$ cat src/rtl/sw_input_cond_if.sv
// -----------------------------------------------------------------------------
// sw_input_cond_if
//   Bundles the switch conditioner's data/control signals so the conditioner
//   and whatever drives or observes it share one port.
//
//   Signals:
//     sw_raw_i      [NUM_SW-1:0]  raw asynchronous switch pins
//     clr_i                       synchronous clear of all sticky change flags
//     sw_o          [31:0]        debounced switch word (zero-extended)
//     sw_rise_o     [31:0]        one-cycle pulse on a debounced 0->1
//     sw_fall_o     [31:0]        one-cycle pulse on a debounced 1->0
//     sw_changed_o  [31:0]        sticky per-bit change flag
//
//   Modports:
//     slave   - the conditioner (consumes raw pins / clear, drives outputs)
//     master  - the environment (drives raw pins / clear, observes outputs)
// -----------------------------------------------------------------------------
interface sw_input_cond_if #(
    parameter int NUM_SW = 18
);
    logic [NUM_SW-1:0] sw_raw_i;
    logic              clr_i;
    logic [31:0]       sw_o;
    logic [31:0]       sw_rise_o;
    logic [31:0]       sw_fall_o;
    logic [31:0]       sw_changed_o;

    modport slave (
        input  sw_raw_i,
        input  clr_i,
        output sw_o,
        output sw_rise_o,
        output sw_fall_o,
        output sw_changed_o
    );

    modport master (
        output sw_raw_i,
        output clr_i,
        input  sw_o,
        input  sw_rise_o,
        input  sw_fall_o,
        input  sw_changed_o
    );
endinterface

$ cat src/rtl/sw_input_cond.sv
// -----------------------------------------------------------------------------
// sw_input_cond
//   Conditions raw board slide switches for the core's 32-bit switch input.
//   Each switch goes through a 2-flop synchronizer followed by a counter-based
//   debouncer; the debounced word is zero-extended to 32 bits.
//
//   Optional feature (macro SW_INPUT_COND_EDGE_EN):
//     defined   - registered per-bit rise/fall pulses and sticky change flags
//                 (cleared by clr_i, a coincident transition wins over clear).
//     undefined - edge/sticky logic is not built, those outputs are tied to 0
//                 and clr_i is ignored. sw_o is unaffected.
//
//   Ports:
//     clk_i    core clock
//     rst_ni   asynchronous active-low reset, clears all state
//     bus      sw_input_cond_if.slave (sw_raw_i, clr_i, sw_o, sw_rise_o,
//              sw_fall_o, sw_changed_o)
//
//   Parameters:
//     NUM_SW        number of switches, 1..32
//     DEBOUNCE_CYC  consecutive stable cycles before an output bit flips, >= 1
// -----------------------------------------------------------------------------
module sw_input_cond #(
    parameter int NUM_SW       = 18,
    parameter int DEBOUNCE_CYC = 500000
) (
    input  logic               clk_i,
    input  logic               rst_ni,
    sw_input_cond_if.slave     bus
);

    localparam int              CNT_W    = (DEBOUNCE_CYC < 1) ? 1 : $clog2(DEBOUNCE_CYC + 1);
    localparam logic [CNT_W-1:0] CNT_LAST = CNT_W'(DEBOUNCE_CYC - 1);
    localparam logic [CNT_W-1:0] CNT_ONE  = CNT_W'(1);

    // Zero-extend an NUM_SW-wide vector onto the 32-bit output bus.
    function automatic logic [31:0] zext(input logic [NUM_SW-1:0] v);
        logic [31:0] w;
        w             = '0;
        w[NUM_SW-1:0] = v;
        return w;
    endfunction

    logic [NUM_SW-1:0] r_sync1;
    logic [NUM_SW-1:0] r_sync2;
    logic [NUM_SW-1:0] r_stable;
    logic [CNT_W-1:0]  r_cnt       [NUM_SW];

    logic [NUM_SW-1:0] w_stable_nxt;
    logic [CNT_W-1:0]  w_cnt_nxt   [NUM_SW];

    // ---- stage 1/2: synchronizer ----
    always_ff @(posedge clk_i or negedge rst_ni) begin
        if (!rst_ni) begin
            r_sync1 <= '0;
            r_sync2 <= '0;
        end else begin
            r_sync1 <= bus.sw_raw_i;
            r_sync2 <= r_sync1;
        end
    end

    // ---- stage 3: debounce ----
    // The count restarts whenever the synchronized level matches the stable
    // level, so any bounce back discards progress. The counter stops at
    // CNT_LAST and is cleared in the same edge the stable value flips, so it
    // can never wrap.
    always_comb begin
        w_stable_nxt = r_stable;
        for (int i = 0; i < NUM_SW; i++) begin
            w_cnt_nxt[i] = '0;
            if (r_sync2[i] != r_stable[i]) begin
                if (r_cnt[i] == CNT_LAST) begin
                    w_stable_nxt[i] = r_sync2[i];
                end else begin
                    w_cnt_nxt[i] = r_cnt[i] + CNT_ONE;
                end
            end
        end
    end

    always_ff @(posedge clk_i or negedge rst_ni) begin
        if (!rst_ni) begin
            r_stable <= '0;
            r_cnt    <= '{default: '0};
        end else begin
            r_stable <= w_stable_nxt;
            r_cnt    <= w_cnt_nxt;
        end
    end

    assign bus.sw_o = zext(r_stable);

`ifdef SW_INPUT_COND_EDGE_EN
    logic [NUM_SW-1:0] r_rise;
    logic [NUM_SW-1:0] r_fall;
    logic [NUM_SW-1:0] r_changed;
    logic [NUM_SW-1:0] w_rise_nxt;
    logic [NUM_SW-1:0] w_fall_nxt;

    // Pulses are derived from the next stable value so they register in the
    // same edge that sw_o first shows the new level.
    assign w_rise_nxt = w_stable_nxt & ~r_stable;
    assign w_fall_nxt = ~w_stable_nxt & r_stable;

    // ---- stage 4: edge pulses and sticky flags ----
    // Clear is applied before OR-ing in new transitions, so a transition in
    // the clearing cycle leaves its bit set.
    always_ff @(posedge clk_i or negedge rst_ni) begin
        if (!rst_ni) begin
            r_rise    <= '0;
            r_fall    <= '0;
            r_changed <= '0;
        end else begin
            r_rise    <= w_rise_nxt;
            r_fall    <= w_fall_nxt;
            r_changed <= (bus.clr_i ? '0 : r_changed) | w_rise_nxt | w_fall_nxt;
        end
    end

    assign bus.sw_rise_o    = zext(r_rise);
    assign bus.sw_fall_o    = zext(r_fall);
    assign bus.sw_changed_o = zext(r_changed);
`else
    logic w_unused_clr;

    assign w_unused_clr     = bus.clr_i;
    assign bus.sw_rise_o    = '0;
    assign bus.sw_fall_o    = '0;
    assign bus.sw_changed_o = '0;
`endif

endmodule

$ cat src/flat_wrapper.sv
// flat-port wrapper written by rule: the top's interface ports become plain ports
module sw_input_cond_flat 
#(
    parameter int NUM_SW       = 18,
    parameter int DEBOUNCE_CYC = 500000
)
  (clk_i, rst_ni, bus_sw_raw_i, bus_clr_i, bus_sw_o, bus_sw_rise_o, bus_sw_fall_o, bus_sw_changed_o);
  sw_input_cond_if #(.NUM_SW(NUM_SW)) bus_i ();
  input  logic clk_i;
  input  logic rst_ni;
  input wire logic [$bits(bus_i.sw_raw_i)-1:0] bus_sw_raw_i;
  input wire logic [$bits(bus_i.clr_i)-1:0] bus_clr_i;
  output wire logic [$bits(bus_i.sw_o)-1:0] bus_sw_o;
  output wire logic [$bits(bus_i.sw_rise_o)-1:0] bus_sw_rise_o;
  output wire logic [$bits(bus_i.sw_fall_o)-1:0] bus_sw_fall_o;
  output wire logic [$bits(bus_i.sw_changed_o)-1:0] bus_sw_changed_o;
  assign bus_i.sw_raw_i = bus_sw_raw_i;
  assign bus_i.clr_i = bus_clr_i;
  assign bus_sw_o = bus_i.sw_o;
  assign bus_sw_rise_o = bus_i.sw_rise_o;
  assign bus_sw_fall_o = bus_i.sw_fall_o;
  assign bus_sw_changed_o = bus_i.sw_changed_o;
  sw_input_cond #(.NUM_SW(NUM_SW), .DEBOUNCE_CYC(DEBOUNCE_CYC)) u_core (.clk_i(clk_i), .rst_ni(rst_ni), .bus(bus_i));
endmodule
$ cat config.mk
export PLATFORM = sky130hd
export DESIGN_NAME = sw_input_cond_flat
export DESIGN_NICKNAME = d
export VERILOG_FILES = /design/src/rtl/sw_input_cond_if.sv /design/src/rtl/sw_input_cond.sv /design/src/flat_wrapper.sv
export SDC_FILE = /design/constraint.sdc
export NUM_CORES = 1
export LEC_CHECK = 0
export ABC_AREA = 1
export BUFFER_PORTS_ARGS = -buffer_cell sky130_fd_sc_hd__buf_2
export CAP_MARGIN = 5
export CORE_MARGIN = 8
export CORE_UTILIZATION = 55
export CTS_CLUSTER_SIZE = 14
export DETAILED_ROUTE_END_ITERATION = 12
export PLACE_DENSITY = 0.8
export SYNTH_ARGS = -nofsm -noshare
export SYNTH_HDL_FRONTEND = slang
export SYNTH_SLANG_ARGS = --single-unit
$ cat constraint.sdc
create_clock -name clk_i -period 1.6 [get_ports clk_i]
set_clock_uncertainty 0.2 [all_clocks]
set_input_delay 0.16 -clock clk_i [delete_from_list [all_inputs] [get_ports clk_i]]
set_output_delay 0.16 -clock clk_i [all_outputs]
set_load 0.005 [all_outputs]
# After elaboration in Yosys (flattened, before gate mapping)
# Cells that the tools add are included.
[totals] reg_bits=396 elab_cells=146
[op_classes] n_reduce_logical=18 mux=36 addsub=18 n_eq_ne=36
[ops] cell="$mux W19" n=36
[ops] cell="$add A19 B1 Y19 const B" n=18
[ops] cell="$eq A19 B19 Y1 const B" n=18
[ops] cell="$reduce_and A2 Y1" n=18
[ops] cell="$ne A1 B1 Y1" n=18

# Depth between registers and ports, before layout
[logic_depth] ltp_word=3 mapped_depth=9 mapped_depth_nobuf=9

# Least setup slack after synthesis
# Ideal clock, no wire load.
[synth_path] path_type="reg2reg" startpoint="register u_core.r_cnt[0] (netlist name)" endpoint="register u_core.r_cnt[17] (netlist name)" setup_slack_ps=106 t_arrival_ps=1222 stages_incl_launch_ff=7 n_path_buf=0 period_less_slack_ps=1494 path_cell_list="dfrtp_1 > ha_1 > nand4_1 > nor2_1 > a21oi_1 > inv_1 > nor2_1"
[synth_lines] element="start, declared" line_no="sw_input_cond.sv:47" rtl="logic [CNT_W-1:0] r_cnt [NUM_SW];"
[synth_lines] element="start signal, assigned" line_no="sw_input_cond.sv:88" rtl="r_cnt <= w_cnt_nxt;"

==> metrics <==
Critical Path AT 1830 ps; Worst Setup Start Kind flop; sequential area share after synthesis 43.7%; worst hold slack 35.2 ps; Tot GR Track Use 19.7%; setup tns final 0 ps; vias in the first global route 18800; Tightest Hold Check Type primary input to flop; Final period util 98.7%; status finished clean; largest net degree at the start of global routing 60; Yosys warnings 0; number of synthesized register bits 396; top cell type's share of synthesized area 43.7%; Iter 0 DRT Violations 1460; routed via count 19600; post-route ant nets 0; share of cells above drive strength 1 17.7%; first-pass GRT wire length 82.4 mm; CP max FO 3; DP HPWL 34.2 mm; clk root buf clkbuf_16; fill cell count 3222; io pins 149; Max Freq 633 MHz; Sink Count 396; GPL Wtd Cong 0.935; multi-input logic area 12000 um^2; count leader, synth nor2_1; antenna diode count 0; crit path kind flop to flop; Tmin final 1580 ps; Cell variety after synth 30; # setup viols final 0; clk_lat worst skew 570 ps; Req. time, crit path 1850 ps; clk buf depth 3; Chip Height 219 um; leakage dissipation 11.6 nW; RSZ-0062 raised after global routing true; CTS tree done; IO Port Bufs 37; Cell Pwr Density 806 nW/um^2; register area 9970 um^2; Syn-to-layout area delta 18.1%; Hold Fails Final Rpt 0; Residual DRC 0; Placement Rows 74; starting density of the core 55.6%; Final #Nets 3324; Mean Syn Cell Area 7.40 um^2; biggest area consumer among synthesized cells dfrtp_1; post-synthesis cell count 3062; Final Cell Area 26800 um^2; number of max-cap violations 0; Routed WL 50.0 mm; FFs w/ async S/R, synth 100%; placed cell areas 23800 um^2; Wirelength per Cell 13.0 um; clock-pin transition on the worst setup and hold timing paths 60 ps; worst vdd ir 0.840 mV; drt pass-1 iters 6; Top FF cell, synth dfrtp_1; Core ar. 40700 um^2; Final Util 65.7%; via density per instance 5.10; die area 48000 um^2; initial antenna violation count 0; remaining global-route overflow 0; CTS Buf Count 45; fin. max-slew vios 0; EDFF count, synth 0; Die Wd 219 um; Synth area leaders dfrtp_1, nor2_1, nand2_1; post-synthesis cell area 22700 um^2; CP Capture Type flop; Commonest cells post-synth nor2_1, nand2_1, dfrtp_1, inv_1, nand3_1; Max H-tree Level 2
-- worst max-delay path, stage by stage, from the launching register on --
cell     delay, ps
dfrtp_1        400
ha_4           180
nand4_1        160
nor2_2         160
a21oi_1        100
buf_4          150
nand2_1         70
nor2_1          50
-- metal layers --
layer	global-route usage, %	routed length (um)
met1	24.2	20800
met2	35.1	25400
met3	2.84	2530
met4	6.87	1240
met5	0	0
-- report_power, final --
group	internal (W)	switching [W]	leakage (nW)
registers	0.0102	0.000150	5.33
logic	0.000351	0.000604	5.57
clock network	0.00623	0.00407	0.724
-- through the flow --
step | setup WS, ps | power, W | cells
4_1_cts | 0.232 | 0.0217 | 3814
6_report | 20.7 | 0.0216 | 3846
5_1_grt | -131 | 0.0224 | 3846
2_1_floorplan | 106 | 0.0110 | 3171
3_3_place_gp | 22.8 | 0.0112 | 3713
3_5_place_dp | -36.3 | 0.0113 | 3713
-- path summary, 6_finish.rpt --
path	start	end	slack, ps	cells past startpoint
setup / recovery	u_core.r_cnt[0]	u_core.r_cnt[13]	20	7
hold / removal	bus_sw_raw_i[2]	u_core.r_sync1[2]	40	2
setup reg to reg	u_core.r_cnt[0]	u_core.r_cnt[13]	20	7
hold reg to reg	u_core.r_sync1[2]	u_core.r_sync2[2]	150	0
max in group asynchronous	rst_ni	u_core.r_cnt[268]	180	4
min in group asynchronous	rst_ni	u_core.r_cnt[206]	410	3
-- area by class of cell --
cell class | count | area share, %
repair buffers | 187 | 5.60
well taps | 532 | 2.49
inverters | 317 | 4.44
flip-flops and latches | 396 | 37.2
multi-input cells | 2338 | 44.7
clock inverters | 13 | 0.579
clock buffers | 63 | 4.95
-- timing repair --
item | in CTS | in global routing
resized for setup | 17 | 272
endpoints found under the hold margin | 414 | 0
hold buffers | 25 | 0
pin swaps | 0 | 74
buffers inserted | 0 | 32
setup endpoints to repair | 16 | 280
-- cell families (layout without fill, tap and decap cells) --
logic type | count (synthesis) | after routing | share of synthesized area [%]
simple gates | 1901 | 1901 | 36.3
fa+ha+maj | 18 | 18 | 0.993
flops | 396 | 396 | 43.7
buf+inv | 437 | 580 | 9.13
other cells | 1 | 110 | 0.0165
xor+xnor | 178 | 178 | 6.88
compound gates | 131 | 131 | 2.98
-- flip-flops by register name (all words and copies together), names as in the netlist --
register,count
u_core.r_cnt,342
u_core.r_sync2,18
u_core.r_stable,18
u_core.r_sync1,18
-- cell usage in the layout (no fill, tap or decap), drive strengths merged, types with 12 or more instances in the layout --
| cell type | instances |
|---|---|
| xnor2 | 63 |
| nor3 | 12 |
| inv | 319 |
| ha | 18 |
| o21ai | 58 |
| nand4 | 24 |
| nand2 | 611 |
| dlygate4sd3 | 25 |
| buf | 162 |
| and2 | 24 |
| nand3 | 272 |
| conb | 110 |
| clkbuf | 63 |
| nor3b | 17 |
| xor2 | 115 |
| dfrtp | 396 |
| nor2 | 935 |
| a21oi | 60 |
(Power assumes the default switching activity.)
